**config.mk**
```make
export PLATFORM = sky130hd
export DESIGN_NAME = mem_port_arbiter
export DESIGN_NICKNAME = d
export VERILOG_FILES = /design/src/rtl/mem_port_arbiter_pkg.sv /design/src/rtl/mem_port_arbiter_timer.sv /design/src/rtl/mem_port_arbiter.sv
export SDC_FILE = /design/constraint.sdc
export NUM_CORES = 1
export LEC_CHECK = 0
export CORE_MARGIN = 2
export CORE_UTILIZATION = 35
export DETAILED_ROUTE_END_ITERATION = 8
export PLACE_DENSITY = 0.75
export SLEW_MARGIN = 20
export SYNTH_ARGS = -nofsm -noshare
export SYNTH_HDL_FRONTEND = slang
export SYNTH_SLANG_ARGS = --single-unit
```
**constraint.sdc**
```tcl
create_clock -name clk -period 1.6 [get_ports clk]
set_input_delay 0.32 -clock clk [delete_from_list [all_inputs] [get_ports clk]]
set_output_delay 0.32 -clock clk [all_outputs]
set_load 0.02 [all_outputs]
```
**src/rtl/mem_port_arbiter_pkg.sv**
```systemverilog
// Shared types and constants for the fetch/data memory port arbiter.
package mem_port_arbiter_pkg;

    typedef enum logic [1:0] {
        IDLE  = 2'd0,
        IBUSY = 2'd1,
        DBUSY = 2'd2,
        RESP  = 2'd3
    } arb_state_e;

    localparam logic [31:0] ERR_DATA             = 32'hDEADBEEF;
    localparam int          MAX_WAIT_DEFAULT     = 15;
    localparam int          STARVE_LIMIT_DEFAULT = 2;

endpackage

```
**src/rtl/mem_port_arbiter_timer.sv**
```systemverilog
// Wait counter for one memory access: cleared on grant, advanced on each unanswered
// busy cycle, and saturating at MAX_WAIT where it reports expiry.
module arb_wait_timer
    import mem_port_arbiter_pkg::*;
#(
    parameter int MAX_WAIT = MAX_WAIT_DEFAULT
) (
    input  logic clk,
    input  logic reset,
    input  logic start,
    input  logic cnt_en,
    output logic expired
);

    localparam int CW = $clog2(MAX_WAIT + 1);

    logic [CW-1:0] cnt;

    assign expired = (cnt == CW'(MAX_WAIT));

    always_ff @(posedge clk) begin
        if (!reset) begin
            cnt <= '0;
        end else if (start) begin
            cnt <= '0;
        end else if (cnt_en && !expired) begin
            cnt <= cnt + 1'b1;
        end
    end

endmodule

```
**src/rtl/mem_port_arbiter.sv**
```systemverilog
// Shares one memory port between the fetch stage and the MEM stage: data has priority,
// a waiting fetch wins after STARVE_LIMIT back-to-back data grants, stuck accesses time out.
module mem_port_arbiter
    import mem_port_arbiter_pkg::*;
#(
    parameter int MAX_WAIT     = MAX_WAIT_DEFAULT,
    parameter int STARVE_LIMIT = STARVE_LIMIT_DEFAULT
) (
    input  logic        clk,
    input  logic        reset,
    input  logic        if_req,
    input  logic [31:0] if_addr,
    output logic        if_ack,
    output logic [31:0] if_rdata,
    input  logic        dm_req,
    input  logic        dm_we,
    input  logic [31:0] dm_addr,
    input  logic [31:0] dm_wdata,
    output logic        dm_ack,
    output logic [31:0] dm_rdata,
    output logic        mem_req,
    output logic        mem_we,
    output logic [31:0] mem_addr,
    output logic [31:0] mem_wdata,
    input  logic [31:0] mem_rdata,
    input  logic        mem_ready,
    output logic        Stall,
    output logic        mem_err
);

    localparam int SW = $clog2(STARVE_LIMIT + 1);

    arb_state_e    state, state_nxt;
    logic [SW-1:0] starve_cnt;
    logic          grant_if, grant_dm;
    logic          busy, finish, timeout, expired;
    logic [31:0]   resp_data;

    arb_wait_timer #(
        .MAX_WAIT (MAX_WAIT)
    ) u_wait_timer (
        .clk     (clk),
        .reset   (reset),
        .start   (grant_if | grant_dm),
        .cnt_en  (busy & ~mem_ready),
        .expired (expired)
    );

    always_comb begin
        state_nxt = state;
        grant_if  = 1'b0;
        grant_dm  = 1'b0;
        case (state)
            IDLE: begin
                if (if_req && (!dm_req || starve_cnt >= SW'(STARVE_LIMIT))) begin
                    grant_if  = 1'b1;
                    state_nxt = IBUSY;
                end else if (dm_req) begin
                    grant_dm  = 1'b1;
                    state_nxt = DBUSY;
                end
            end
            IBUSY, DBUSY: begin
                if (mem_ready || expired) begin
                    state_nxt = RESP;
                end
            end
            RESP:    state_nxt = IDLE;
            default: state_nxt = IDLE;
        endcase
    end

    // A ready response on the expiry cycle still counts as a normal completion.
    assign busy      = (state == IBUSY) || (state == DBUSY);
    assign finish    = busy && (mem_ready || expired);
    assign timeout   = busy && !mem_ready && expired;
    assign resp_data = timeout ? ERR_DATA : mem_rdata;
    assign Stall     = (if_req & ~if_ack) | (dm_req & ~dm_ack);

    always_ff @(posedge clk) begin
        if (!reset) begin
            state      <= IDLE;
            mem_req    <= 1'b0;
            mem_we     <= 1'b0;
            mem_addr   <= '0;
            mem_wdata  <= '0;
            if_ack     <= 1'b0;
            dm_ack     <= 1'b0;
            if_rdata   <= '0;
            dm_rdata   <= '0;
            mem_err    <= 1'b0;
            starve_cnt <= '0;
        end else begin
            state  <= state_nxt;
            if_ack <= 1'b0;
            dm_ack <= 1'b0;
            if (grant_if || grant_dm) begin
                mem_req   <= 1'b1;
                mem_we    <= grant_dm & dm_we;
                mem_addr  <= grant_dm ? dm_addr : if_addr;
                mem_wdata <= grant_dm ? dm_wdata : '0;
            end
            if (grant_dm && starve_cnt != SW'(STARVE_LIMIT)) begin
                starve_cnt <= starve_cnt + 1'b1;
            end else if (grant_if) begin
                starve_cnt <= '0;
            end
            if (finish) begin
                mem_req <= 1'b0;
                mem_we  <= 1'b0;
                if (state == IBUSY) begin
                    if_ack   <= 1'b1;
                    if_rdata <= resp_data;
                end else begin
                    dm_ack <= 1'b1;
                    if (!mem_we) begin
                        dm_rdata <= resp_data;
                    end
                end
            end
            if (timeout) begin
                mem_err <= 1'b1;
            end
        end
    end

endmodule

```
==> flow_summary_export.csv <==
group,metric,value,unit
clock_network,cts_buffers,17,
logic_synthesis,seq_area_frac_synth,54.7,%
critical_path,crit_arrival,1.92,ns
floorplanning,die_y,125,um
floorplanning,io_pins,268,
critical_path,worstSetupPathType,"reg2reg",
logic_synthesis,syn_nets,614,
final_layout,fill_cells,1221,
logic_synthesis,syn_inst,476,
timing,maxSlewHeadroom,77.6,%
critical_path,worstReg2RegStart,"starve_cnt[0]",
routing,drt-total-wl,17200,um
clock_network,clk_pin_slew_worst_paths,0.06,ns
logic_synthesis,async_reset_ff_share,0,%
timing,hold_viol,0,
floorplanning,initial_core_util,35.6,%
routing,first_pass_iters,5,
job,drv_cap,0,
critical_path,crit_buf_inv,2,
timing,rsz0062_at_grt,"yes",
pwr,peakVddDrop,0.875,mV
place,portBuffers,267,
critical_path,worstPathMaxFanout,9,
place,dp_hpwl,12000,um
critical_path,critPathTopFamily,"flip-flops",
hold_path,worstHoldStart,"mem_err",
logic_synthesis,synth.avg_cell_area,10.8,um^2
final_layout,register_area,2830,um^2
routing,ant_nets,0,
place,dpl_cell_area,8130,um^2
timing,fmax,0.608,GHz
pwr,p_switching,5.21,mW
global_routing,grt_pass1_vias,5006,
logic_synthesis,netlist_area,5160,um^2
routing,drc,0,
critical_path,r2r-end,"mem_addr[10]",
final_layout,finalInstanceArea,8840,um^2
routing,drtIter0Drc,335,
clock_network,clock_path_buffers,2,
clock_network,cts_sinks,141,
final_layout,layout-drive-gt1-share,18.4,%
pwr,clkPwrFrac,27.0,%
logic_synthesis,synth_area_leaders,"dfxtp_1 55%, o221a_2 9.6%, mux2i_1 6.2%",
logic_synthesis,ys_warn_count,0,
critical_path,r2r_cells,7,
final_layout,layout.nets,898,
critical_path,r2r_slack,-0.04,ns
routing,vias_per_cell,5.20,
place,dp.cells,914,
final_layout,finalNonFillerCells,957,
timing,slew_violations,0,
logic_synthesis,synth_seq_cells,141,
floorplanning,die_width,125,um
clock_network,clk_latency,0.42,ns
critical_path,slowest_delay,0.35,ns
clock_network,cts_root_buf,"clkbuf_16",
routing,wl_per_cell,18.0,um
timing,tightest_slew,0.337,ns
clock_network,ctsHtreeMaxLevel,4,
global_routing,grtUsageTotal,20.3,%
logic_synthesis,synth_top_flop_cell,"dfxtp_1",
clock_network,cts_tree,"yes",
timing,final.period_utilization,103,%
routing,num_vias,4978,
global_routing,antenna_found_initial,1,
critical_path,critPathSlowestCell,"dfxtp_2",
critical_path,cp.required,1.88,ns
logic_synthesis,synth_edf_count,0,
hold_path,min_path_cells,2,
critical_path,crit_chain,"inv_2 > ha_4 > o21ai_2 > and3_4 > clkbuf_16 > mux2i_1 > o21ai_0",
pwr,internal_power,9.75,mW
place,place.gp.congestion,0.808,
pwr,p_leak,3.98,nW
final_layout,syn_to_final_growth,71.5,%
pwr,power.density,1690,nW/um^2
critical_path,endpoint_kind,"flop",
final_layout,multi_input_area,2140,um^2
logic_synthesis,ys_types,36,
pwr,swShare,34.8,%
timing,setup_violations,3,
global_routing,grt_max_degree,86,
floorplanning,core_area,14500,um^2
pwr,p_comb_share,39.7,%
timing,clock_skew,0.00750,ns
hold_path,hp-class,"reg2reg",
pwr,p_seq_share,33.2,%
global_routing,grt_pass1_wl,25600,um
timing,post-route-min-period,1.64,ns
floorplanning,std_cell_rows,44,
critical_path,start_kind,"flop",
outcome,violations,"setup timing",
floorplanning,dieArea,15700,um^2
logic_synthesis,synth_largest_area_cell,"dfxtp_1",
outcome,status,"complete, but fails checks",
global_routing,grt_overflow,0,
logic_synthesis,synth_top_area_share,54.7,%
timing,setup_tns,-0.0861,ns
hold_path,hold_end,"mem_err",
timing,setup_slack,-0.0440,ns
## worst max-delay path by stage
stage	from	endpoint	slack, ns	cells after the start
2_1_floorplan	state[0]	dm_rdata[14]	0.002	7
3_3_place_gp	dm_req	mem_addr[10]	-0.14	7
3_5_place_dp	if_req	mem_addr[28]	-0.23	6
4_1_cts	state[1]	u_wait_timer.cnt[0]	0.003	7
5_1_grt	starve_cnt[0]	mem_addr[10]	-0.1	7
6_report	starve_cnt[0]	mem_addr[10]	-0.04	7
## per-layer routing
| layer | share of wire, % | wire length, um | up-vias | global-route usage [%] |
|---|---|---|---|---|
| li1 | - | - | 2348 | - |
| met2 | 52 | 8900 | 179 | 36.5 |
| met1 | 40 | 6870 | 2427 | 22.1 |
| met5 | 0 | 0 | - | 0 |
| met3 | 6.1 | 1040 | 24 | 7.06 |
| met4 | 2.2 | 382 | 0 | 7.32 |
## cells in the final DEF (no fill, tap or decap), types with 7 or more instances in the layout
cell             instances
mux2i_1                 27
dfxtp_1                138
a22o_1                  31
o21ai_1                 26
o21ai_0                 14
nand2_1                 61
buf_12                   9
o22ai_1                  9
nor2_1                   8
o221a_2                 44
dlygate4sd2_1          135
nand4_1                  9
inv_1                    7
clkbuf_16               22
clkdlybuf4s50_1        130
buf_4                   24
## sequential cells by signal (all words and copies together) (netlist names)
name and cells:
dm_ack 1, dm_rdata 32, if_ack 1, if_rdata 32, mem_addr 32, mem_err 1, mem_req 1, mem_wdata 32
mem_we 1, starve_cnt 2, state 2, u_wait_timer.cnt 4
## final cells by class
cell class | count | area share [%]
tap | 184 | 2.60
sequential | 141 | 32.0
clock buffer | 18 | 4.97
clock inverter | 13 | 1.87
multi-input combinational | 285 | 24.2
antenna | 1 | 0.0283
inverter | 8 | 0.340
timing repair buffer | 307 | 34.0
## tightest hold or removal path: stages (launching register included)
cell	delay, ns
dfxtp_1	0.31
inv_1	0.05
a21oi_1	0.05
## cell usage after synthesis, types with 3 or more instances
cell / instances
dfxtp_1: 141
o221a_2: 44
nand3_1: 6
o21ai_1: 26
nor2_1: 10
a22o_1: 31
o22ai_1: 9
o21ai_0: 16
nor3_1: 3
mux2i_1: 32
buf_2: 12
o21ai_2: 3
nand2_1: 61
ha_1: 4
nand4_1: 9
a22oi_1: 3
o221a_1: 4
a21oi_1: 6
clkbuf_1: 17
buf_6: 11
inv_1: 8
## power by group through the flow
stage | Sequential (mW) | Combinational, mW | Clock [mW]
2_1_floorplan | 6.08 | 2.06 | 0
3_3_place_gp | 4.99 | 5.83 | 0
3_5_place_dp | 5.05 | 5.94 | 0
4_1_cts | 4.96 | 5.41 | 4.09
5_1_grt | 5.08 | 6.29 | 4.24
6_report | 4.97 | 5.94 | 4.04
## through the flow
stage	total power [mW]	hold WS [ns]	worst slack [ns]	util [%]
after CTS	14.5	0.445	0.00332	59.4
after floorplan	8.14	0.445	0.00233	-
final	15.0	0.445	-0.0440	61.1
after global placement	10.8	0.432	-0.136	56.2
after detailed placement	11.0	0.439	-0.226	56.2
after global routing	15.6	0.471	-0.0980	61.1
## cells by family after synthesis
group / Yosys count / synth area share (%)
compound gates: 150 / 23.9
xor+xnor: 2 / 0.340
fa+ha+maj: 4 / 0.971
buf+inv: 50 / 5.53
flops: 141 / 54.7
mux: 32 / 6.21
simple gates: 97 / 8.30
## what timing repair did
action,in CTS,in global routing
hold buffers,0,0
pin swaps,0,2
endpoints found under the setup margin,145,89
gates resized for setup,141,21
gates cloned,0,7
setup buffers,1,3
No activity file was read; power rests on OpenSTA's default activity.
